[src/rtl/pipe_hazard_ctrl_if.sv]
// rtl/pipe_hazard_ctrl_if.sv - hazard-unit signal bundle; PIPE_PERF_CNT_EN adds perf counters
interface pipe_hazard_ctrl_if;
    logic [4:0]  id_rs;
    logic [4:0]  id_rt;
    logic        id_uses_rs;
    logic        id_uses_rt;
    logic        exe_load;
    logic [4:0]  exe_GPR_waddr;
    logic        mem_req;
    logic        dmem_ready;
    logic        exc_flush;
    logic        pc_ena;
    logic        if_id_ena;
    logic        id_exe_ena;
    logic        exe_mem_ena;
    logic        mem_wb_ena;
    logic        if_id_flush;
    logic        id_exe_bubble;
    logic        exe_mem_flush;
    logic        dmem_timeout;
`ifdef PIPE_PERF_CNT_EN
    logic [31:0] stall_cycles;
    logic [31:0] bubble_cnt;
`endif

    modport master (
        input  id_rs, id_rt, id_uses_rs, id_uses_rt, exe_load, exe_GPR_waddr,
        input  mem_req, dmem_ready, exc_flush,
        output pc_ena, if_id_ena, id_exe_ena, exe_mem_ena, mem_wb_ena,
        output if_id_flush, id_exe_bubble, exe_mem_flush, dmem_timeout
`ifdef PIPE_PERF_CNT_EN
        , output stall_cycles, bubble_cnt
`endif
    );

    modport slave (
        output id_rs, id_rt, id_uses_rs, id_uses_rt, exe_load, exe_GPR_waddr,
        output mem_req, dmem_ready, exc_flush,
        input  pc_ena, if_id_ena, id_exe_ena, exe_mem_ena, mem_wb_ena,
        input  if_id_flush, id_exe_bubble, exe_mem_flush, dmem_timeout
`ifdef PIPE_PERF_CNT_EN
        , input stall_cycles, bubble_cnt
`endif
    );
endinterface

[src/rtl/pipe_hazard_ctrl.sv]
// rtl/pipe_hazard_ctrl.sv - pipeline stall/flush sequencer; PIPE_PERF_CNT_EN adds perf counters
module pipe_hazard_ctrl #(
    parameter int TIMEOUT_W = 8,
    parameter int TIMEOUT   = 255
) (
    input  logic           clk,
    input  logic           reset,
    pipe_hazard_ctrl_if.master hz
);
    typedef enum logic {RUN, MEM_WAIT} state_t;

    localparam logic [TIMEOUT_W-1:0] TIMEOUT_C = TIMEOUT_W'(TIMEOUT);
    localparam logic [TIMEOUT_W-1:0] ONE_C     = TIMEOUT_W'(1);

    state_t               state;
    logic [TIMEOUT_W-1:0] wait_cnt;

    logic in_wait, rs_hit, rt_hit, load_use;
    logic do_flush, do_stall, do_timeout, do_bubble, adv;

    always_comb begin
        in_wait    = (state == MEM_WAIT);
        rs_hit     = hz.id_uses_rs && (hz.exe_GPR_waddr == hz.id_rs);
        rt_hit     = hz.id_uses_rt && (hz.exe_GPR_waddr == hz.id_rt);
        load_use   = hz.exe_load && (hz.exe_GPR_waddr != 5'd0) && (rs_hit || rt_hit);
        do_flush   = hz.exc_flush;
        do_timeout = !do_flush && in_wait && !hz.dmem_ready && (wait_cnt == TIMEOUT_C);
        // Once waiting, the access is in flight; only dmem_ready (or watchdog) releases it.
        do_stall   = !do_flush && !do_timeout &&
                     (in_wait ? !hz.dmem_ready : (hz.mem_req && !hz.dmem_ready));
        do_bubble  = !do_flush && !in_wait && !do_stall && load_use;
    end

    // Outputs are forced low for the whole time reset is asserted.
    always_comb begin
        adv               = reset && !do_stall;
        hz.pc_ena         = adv && !do_bubble;
        hz.if_id_ena      = adv && !do_bubble;
        hz.id_exe_ena     = adv;
        hz.exe_mem_ena    = adv;
        hz.mem_wb_ena     = adv;
        hz.if_id_flush    = reset && do_flush;
        hz.id_exe_bubble  = reset && (do_flush || do_bubble);
        hz.exe_mem_flush  = reset && do_flush;
        hz.dmem_timeout   = reset && do_timeout;
    end

    always_ff @(posedge clk or negedge reset) begin
        if (!reset) begin
            state    <= RUN;
            wait_cnt <= '0;
        end else if (do_stall) begin
            state    <= MEM_WAIT;
            wait_cnt <= (wait_cnt == TIMEOUT_C) ? wait_cnt : wait_cnt + ONE_C;
        end else begin
            state    <= RUN;
            wait_cnt <= '0;
        end
    end

`ifdef PIPE_PERF_CNT_EN
    always_ff @(posedge clk or negedge reset) begin
        if (!reset) begin
            hz.stall_cycles <= '0;
            hz.bubble_cnt   <= '0;
        end else begin
            if (do_stall)  hz.stall_cycles <= hz.stall_cycles + 32'd1;
            if (do_bubble) hz.bubble_cnt   <= hz.bubble_cnt + 32'd1;
        end
    end
`endif
endmodule

[src/flat_wrapper.sv]
// flat-port wrapper written by rule: the top's interface ports become plain ports
module pipe_hazard_ctrl_flat 
#(
    parameter int TIMEOUT_W = 8,
    parameter int TIMEOUT   = 255
)
  (clk, reset, hz_id_rs, hz_id_rt, hz_id_uses_rs, hz_id_uses_rt, hz_exe_load, hz_exe_GPR_waddr, hz_mem_req, hz_dmem_ready, hz_exc_flush, hz_pc_ena, hz_if_id_ena, hz_id_exe_ena, hz_exe_mem_ena, hz_mem_wb_ena, hz_if_id_flush, hz_id_exe_bubble, hz_exe_mem_flush, hz_dmem_timeout);
  pipe_hazard_ctrl_if hz_i ();
  input  logic clk;
  input  logic reset;
  input wire logic [$bits(hz_i.id_rs)-1:0] hz_id_rs;
  input wire logic [$bits(hz_i.id_rt)-1:0] hz_id_rt;
  input wire logic [$bits(hz_i.id_uses_rs)-1:0] hz_id_uses_rs;
  input wire logic [$bits(hz_i.id_uses_rt)-1:0] hz_id_uses_rt;
  input wire logic [$bits(hz_i.exe_load)-1:0] hz_exe_load;
  input wire logic [$bits(hz_i.exe_GPR_waddr)-1:0] hz_exe_GPR_waddr;
  input wire logic [$bits(hz_i.mem_req)-1:0] hz_mem_req;
  input wire logic [$bits(hz_i.dmem_ready)-1:0] hz_dmem_ready;
  input wire logic [$bits(hz_i.exc_flush)-1:0] hz_exc_flush;
  output wire logic [$bits(hz_i.pc_ena)-1:0] hz_pc_ena;
  output wire logic [$bits(hz_i.if_id_ena)-1:0] hz_if_id_ena;
  output wire logic [$bits(hz_i.id_exe_ena)-1:0] hz_id_exe_ena;
  output wire logic [$bits(hz_i.exe_mem_ena)-1:0] hz_exe_mem_ena;
  output wire logic [$bits(hz_i.mem_wb_ena)-1:0] hz_mem_wb_ena;
  output wire logic [$bits(hz_i.if_id_flush)-1:0] hz_if_id_flush;
  output wire logic [$bits(hz_i.id_exe_bubble)-1:0] hz_id_exe_bubble;
  output wire logic [$bits(hz_i.exe_mem_flush)-1:0] hz_exe_mem_flush;
  output wire logic [$bits(hz_i.dmem_timeout)-1:0] hz_dmem_timeout;
  assign hz_i.id_rs = hz_id_rs;
  assign hz_i.id_rt = hz_id_rt;
  assign hz_i.id_uses_rs = hz_id_uses_rs;
  assign hz_i.id_uses_rt = hz_id_uses_rt;
  assign hz_i.exe_load = hz_exe_load;
  assign hz_i.exe_GPR_waddr = hz_exe_GPR_waddr;
  assign hz_i.mem_req = hz_mem_req;
  assign hz_i.dmem_ready = hz_dmem_ready;
  assign hz_i.exc_flush = hz_exc_flush;
  assign hz_pc_ena = hz_i.pc_ena;
  assign hz_if_id_ena = hz_i.if_id_ena;
  assign hz_id_exe_ena = hz_i.id_exe_ena;
  assign hz_exe_mem_ena = hz_i.exe_mem_ena;
  assign hz_mem_wb_ena = hz_i.mem_wb_ena;
  assign hz_if_id_flush = hz_i.if_id_flush;
  assign hz_id_exe_bubble = hz_i.id_exe_bubble;
  assign hz_exe_mem_flush = hz_i.exe_mem_flush;
  assign hz_dmem_timeout = hz_i.dmem_timeout;
  pipe_hazard_ctrl #(.TIMEOUT_W(TIMEOUT_W), .TIMEOUT(TIMEOUT)) u_core (.clk(clk), .reset(reset), .hz(hz_i));
endmodule
[config.mk]
export PLATFORM = sky130hd
export DESIGN_NAME = pipe_hazard_ctrl_flat
export DESIGN_NICKNAME = d
export VERILOG_FILES = /design/src/rtl/pipe_hazard_ctrl_if.sv /design/src/rtl/pipe_hazard_ctrl.sv /design/src/flat_wrapper.sv
export SDC_FILE = /design/constraint.sdc
export NUM_CORES = 1
export LEC_CHECK = 0
export CORE_MARGIN = 10
export CORE_UTILIZATION = 43
export DETAILED_ROUTE_END_ITERATION = 10
export PLACE_DENSITY = 0.83
export SLEW_MARGIN = 30
export SYNTH_ARGS = -nofsm -noshare
export SYNTH_HDL_FRONTEND = slang
export SYNTH_SLANG_ARGS = --single-unit
[constraint.sdc]
create_clock -name clk -period 4.3 [get_ports clk]
set_input_delay 0.86 -clock clk [delete_from_list [all_inputs] [get_ports clk]]
set_output_delay 0.86 -clock clk [all_outputs]
set_load 0.005 [all_outputs]
# Word-level counts from Yosys, hierarchy flattened
# Index checks and enable logic that the tools add are counted.
totals:
  output_inout_bits: 9
  input_bits: 23
  register_bits: 9
  word_cells: 38
op_classes:
  muxes: 4
  add_sub_neg: 1
  n_reduce_logical: 27
  n_eq_ne: 4
op_table:
  columns: ["cell", "count"]
  rows:
  - ["$logic_and 1x1->1", 18]
  - ["$mux 8", 2]
  - ["$eq 5x5->1", 2]
  - ["$add 8x1->8 const B", 1]
  - ["$eq 8x8->1 const B", 1]
  - ["$logic_not 1->1", 6]
  - ["$reduce_bool 5->1", 1]
  - ["$logic_or 1x1->1", 2]
  - ["$mux 1", 2]
  - ["$ne 2x2->1 const B", 1]

# Longest topological paths before layout
depth:
  word_depth: 12
  depth_mapped: 6
  ltp_nobuf: 5

# Worst setup path before layout
# OpenSTA, ideal clock, no wires.
synth_timing:
  kind: "input-to-output"
  start: "in hz_exe_GPR_waddr[3]"
  end: "out hz_pc_ena"
  stages: 5
  slack_ps: 1582
  arrival_time_ps: 1858
  path_cell_list: "xor2_1 -> nor4_1 -> a32oi_1 -> o31a_1 -> buf_4"
synth_via:
  elab_chain_cells: 7
synth_lines:
  columns: ["element", "line_no", "source"]
  rows:
  - ["start: declaration", "flat_wrapper.sv:16", "input wire logic [$bits(hz_i.exe_GPR_waddr)-1:0] hz_exe_GPR_waddr;"]
  - ["$eq 5x5->1 (on tied branches)", "pipe_hazard_ctrl.sv:23, pipe_hazard_ctrl.sv:24", null]
  - ["$logic_and 1x1->1 (on tied branches)", "pipe_hazard_ctrl.sv:23, pipe_hazard_ctrl.sv:24", null]
  - ["$logic_or 1x1->1", "pipe_hazard_ctrl.sv:25", "load_use = hz.exe_load && (hz.exe_GPR_waddr != 5'd0) && (rs_hit || rt_hit);"]
  - ["$logic_and 1x1->1 *", "pipe_hazard_ctrl.sv:25", null]
  - ["$logic_and 1x1->1 *", "pipe_hazard_ctrl.sv:31", "do_bubble = !do_flush && !in_wait && !do_stall && load_use;"]
  - ["$logic_not 1->1 *", null, null]
  - ["$logic_and 1x1->1 *", null, null]
  - ["end: declaration", "flat_wrapper.sv:20", "output wire logic [$bits(hz_i.pc_ena)-1:0] hz_pc_ena;"]
# Every way passes the cells marked *; elsewhere a longest branch is shown, timed or not.

# Worst setup path in the final report
layout_timing:
  start: "in hz_exe_GPR_waddr[3]"
  end: "out hz_id_exe_bubble"
layout_via:
  elab_chain_cells: 7
layout_lines:
  columns: ["element", "line_no", "source"]
  rows:
  - ["$eq 5x5->1 (on tied branches)", "pipe_hazard_ctrl.sv:23, pipe_hazard_ctrl.sv:24", null]
  - ["$logic_and 1x1->1 (on tied branches)", "pipe_hazard_ctrl.sv:23, pipe_hazard_ctrl.sv:24", null]
  - ["$logic_or 1x1->1", "pipe_hazard_ctrl.sv:25", null]
  - ["$logic_and 1x1->1 *", "pipe_hazard_ctrl.sv:25", null]
  - ["$logic_and 1x1->1 *", "pipe_hazard_ctrl.sv:31", null]
  - ["$logic_or 1x1->1 *", "pipe_hazard_ctrl.sv:43", "hz.id_exe_bubble = reset && (do_flush || do_bubble);"]
  - ["$logic_and 1x1->1 *", "pipe_hazard_ctrl.sv:43", null]
  - ["end: declaration", "flat_wrapper.sv:26", "output wire logic [$bits(hz_i.id_exe_bubble)-1:0] hz_id_exe_bubble;"]
# Marked as above.

==> impl_metrics.env <==
export IMPL_coreArea_um2=1520
export IMPL_syn_inst=74
export IMPL_tns_ns=0
export IMPL_pwr_share_clk=0.318
export IMPL_finalClockSkew_ns=0.00406
export IMPL_cts_made_buffers=3
export IMPL_fin_area_um2=1030
export IMPL_synth_commonest_cells="xor2_1 (12), dfrtp_1 (9), nor2_1 (9), buf_4 (4), nand2_1 (4)"
export IMPL_hold_ws_ns=0.546
export IMPL_status="finished, final reports clean"
export IMPL_cts_root_buf="clkbuf_4"
export IMPL_dp_hpwl_mm=1.60
export IMPL_ys_ff_latch=9
export IMPL_slew_headroom=0.749
export IMPL_hp_start="u_core.wait_cnt[1]$_DFFE_PN0P_"
export IMPL_area_growth_pct=48.0
export IMPL_synth_fp_nets=98
export IMPL_clockBufferDepth=2
export IMPL_drt_pass1_iterations=4
export IMPL_maxCapViolations=0
export IMPL_ys_warn_count=0
export IMPL_dieArea_um2=3630
export IMPL_syn_avg_cell_area_um2=9.40
export IMPL_cts_setup_buffers=0
export IMPL_grt_usage=0.112
export IMPL_max_freq_mhz=271
export IMPL_swShare=0.249
export IMPL_placed_area_um2=1000
export IMPL_synth_most_common_cell="xor2_1"
export IMPL_initial_utilization=0.456
export IMPL_drv_slew=0
export IMPL_synth_area_leaders="dfrtp_1 (32%), xor2_1 (15%), nor2_1 (4.9%)"
export IMPL_ff2ff_setup_slack_ns=2.86
export IMPL_ys_seq_area_frac=0.324
export IMPL_power_density_nw_per_um2=202
export IMPL_htree_levels=1
export IMPL_critPathKind="primary input to primary output"
export IMPL_gr_total_overflow=0
export IMPL_grt_pass1_wl_mm=3.10
export IMPL_via_count=659
export IMPL_synth_edff_count=0
export IMPL_drt_wl_total_mm=1.91
export IMPL_peakVddDrop_uv=111
export IMPL_pwr_share_comb=0.265
export IMPL_crit_path_frequent_cell="clkdlybuf4s50_1"
export IMPL_crit_required_ns=3.44
export IMPL_critPathArrivalTime_ns=2.83
export IMPL_gp_congestion=0.765
export IMPL_postRouteAntennaNets=0
export IMPL_seqPwrFrac=0.417
export IMPL_drt_initial_drc_count=4
export IMPL_fp_dieW_um=60.2
export IMPL_fp_row_count=14
export IMPL_cellLeakagePower_uw=0.000453
export IMPL_slowest_stage="clkdlybuf4s50_1"
export IMPL_io_pins=32
export IMPL_worst_pin_slew_ns=0.375
export IMPL_p_sw_uw=51.7
export IMPL_synth_top_area_share=0.324
export IMPL_cp_cell_sequence="clkdlybuf4s50_1 > xor2_1 > nor4_1 > a32oi_1 > o41ai_2 > clkdlybuf4s50_1"
export IMPL_grt_pass1_vias=741
export IMPL_grt_max_degree=11
export IMPL_min_path_type="flip-flop to flip-flop"
export IMPL_hold_depth=2
export IMPL_fin_nets=131
export IMPL_reg2reg_to="u_core.wait_cnt[0]$_DFFE_PN0P_"
export IMPL_path_max_fanout=3
export IMPL_drc=0
export IMPL_cts_reportedPaths_clkPinSlew_ns=0.06
export IMPL_cts_sinks=9
export IMPL_antenna_found_initial=0
export IMPL_period_needed_ns=3.69
export IMPL_die_y_um=60.2
export IMPL_drive_above_1_share=0.113
export IMPL_cts_tree="built"
export IMPL_io_buffers=31
export IMPL_end_kind="primary output"
export IMPL_reg2regPathDepth=5
export IMPL_num_fill_cells=131
export IMPL_syn_cell_area_um2=696
export IMPL_worst_skew_pair_late_latency_ns=0.26
export IMPL_whs_endpoint="u_core.wait_cnt[1]$_DFFE_PN0P_"
export IMPL_routedWlPerCell_um=15.6
export IMPL_finalCritPeriodShare=0.858
export IMPL_yosysTopAreaCell="dfrtp_1"
export IMPL_async_flop_share=1.00
export IMPL_cts_resized_gates=0
export IMPL_internal_power_uw=156
export IMPL_rsz0062_at_grt="no"
export IMPL_yosysUniqueCellTypes=35
export IMPL_via_per_inst=5.40
export IMPL_rr_startpoint="u_core.wait_cnt[0]$_DFFE_PN0P_"
export IMPL_synth_ff_type="dfrtp_1"
export IMPL_antenna_cells=0
export IMPL_crit_path_max_incr_delay_ns=0.55
export IMPL_setup_violations=0
export IMPL_worst_setup_path_start_kind="primary input"
export IMPL_hold_buffers=0
export IMPL_report_final_hold_viol_count=0
cells by family (layout without fill, tap and decap cells):
group	count (synthesis)	after routing	share of synthesized area
buffers and inverters	7	39	0.0630
xor gates and xnor gates	14	14	0.176
adders and majority gates	1	1	0.0180
and+or+nand+nor	30	30	0.254
AOI/OAI and AO/OA	12	12	0.151
muxes	1	1	0.0144
DFF	9	9	0.324
routing by layer:
| layer | wire, µm | global-route usage | share of wire | vias to the layer above |
|---|---|---|---|---|
| met2 | 931 | 0.190 | 0.49 | 29 |
| met5 | 0 | 0 | 0 | - |
| li1 | - | - | - | 325 |
| met4 | 56 | 0.0769 | 0.029 | 0 |
| met1 | 730 | 0.103 | 0.38 | 299 |
| met3 | 191 | 0.0530 | 0.10 | 6 |
per-stage QoR:
stage,total power [µW],setup slack [ns],utilization,cells
floorplan,108,1.58,-,74
global placement,142,0.619,0.658,118
detailed placement,144,0.603,0.658,118
CTS,211,0.601,0.676,122
global route,219,0.399,0.676,122
finish,208,0.610,0.676,122
critical path: cells and delay by family:
family,cells,cell delay [ns]
xor+xnor,1,0.19
simple gates,1,0.33
buf+inv,2,1.01
compound gates,2,0.44
how the worst max path moves through the flow:
stage                         from          endpoint  slack (ns)  cells after the start
2_1_floorplan  hz_exe_GPR_waddr[3]         hz_pc_ena        1.58                      5
3_3_place_gp   hz_exe_GPR_waddr[0]  hz_id_exe_bubble        0.62                      6
3_5_place_dp   hz_exe_GPR_waddr[3]  hz_id_exe_bubble        0.60                      6
4_1_cts        hz_exe_GPR_waddr[3]  hz_id_exe_bubble        0.60                      6
5_1_grt        hz_exe_GPR_waddr[3]  hz_id_exe_bubble        0.40                      6
6_report       hz_exe_GPR_waddr[3]  hz_id_exe_bubble        0.61                      6
power by group through the flow:
| stage | Clock (µW) | Combinational, µW | Sequential (µW) |
|---|---|---|---|
| final | 66.1 | 55.2 | 86.6 |
| after detailed placement | 0 | 55.9 | 88.2 |
| after global placement | 0 | 54.2 | 88.2 |
| after global routing | 72.3 | 59.9 | 86.7 |
| after floorplan | 0 | 20.3 | 88.0 |
| after CTS | 68.0 | 56.1 | 86.6 |
cell type report:
class                   count  area (µm²)  area share
inverters                   3        13.8      0.0134
flip-flops and latches      9         225       0.219
repair buffers             32         318       0.309
multi-input cells          58         427       0.414
well taps                  16        20.0      0.0194
clock buffers               4        26.3      0.0255
placed cells by master, fill, tap and decap left out, drive strengths merged, types with 2 or more instances in the layout:
| cell | n |
|---|---|
| clkdlybuf4s50 | 31 |
| and3 | 2 |
| nor2 | 9 |
| dfrtp | 9 |
| o21ai | 3 |
| o211ai | 2 |
| nand2 | 4 |
| a21oi | 2 |
| xor2 | 12 |
| nor4 | 2 |
| xnor2 | 2 |
| nor2b | 2 |
| clkbuf | 4 |
| nand4 | 2 |
| inv | 3 |
| and2 | 3 |
state kept, by name, summed over array words and instances, names as in the netlist:
register         cells
u_core.wait_cnt      8
u_core.in_wait       1
No activity file was read; power rests on OpenSTA's default activity.
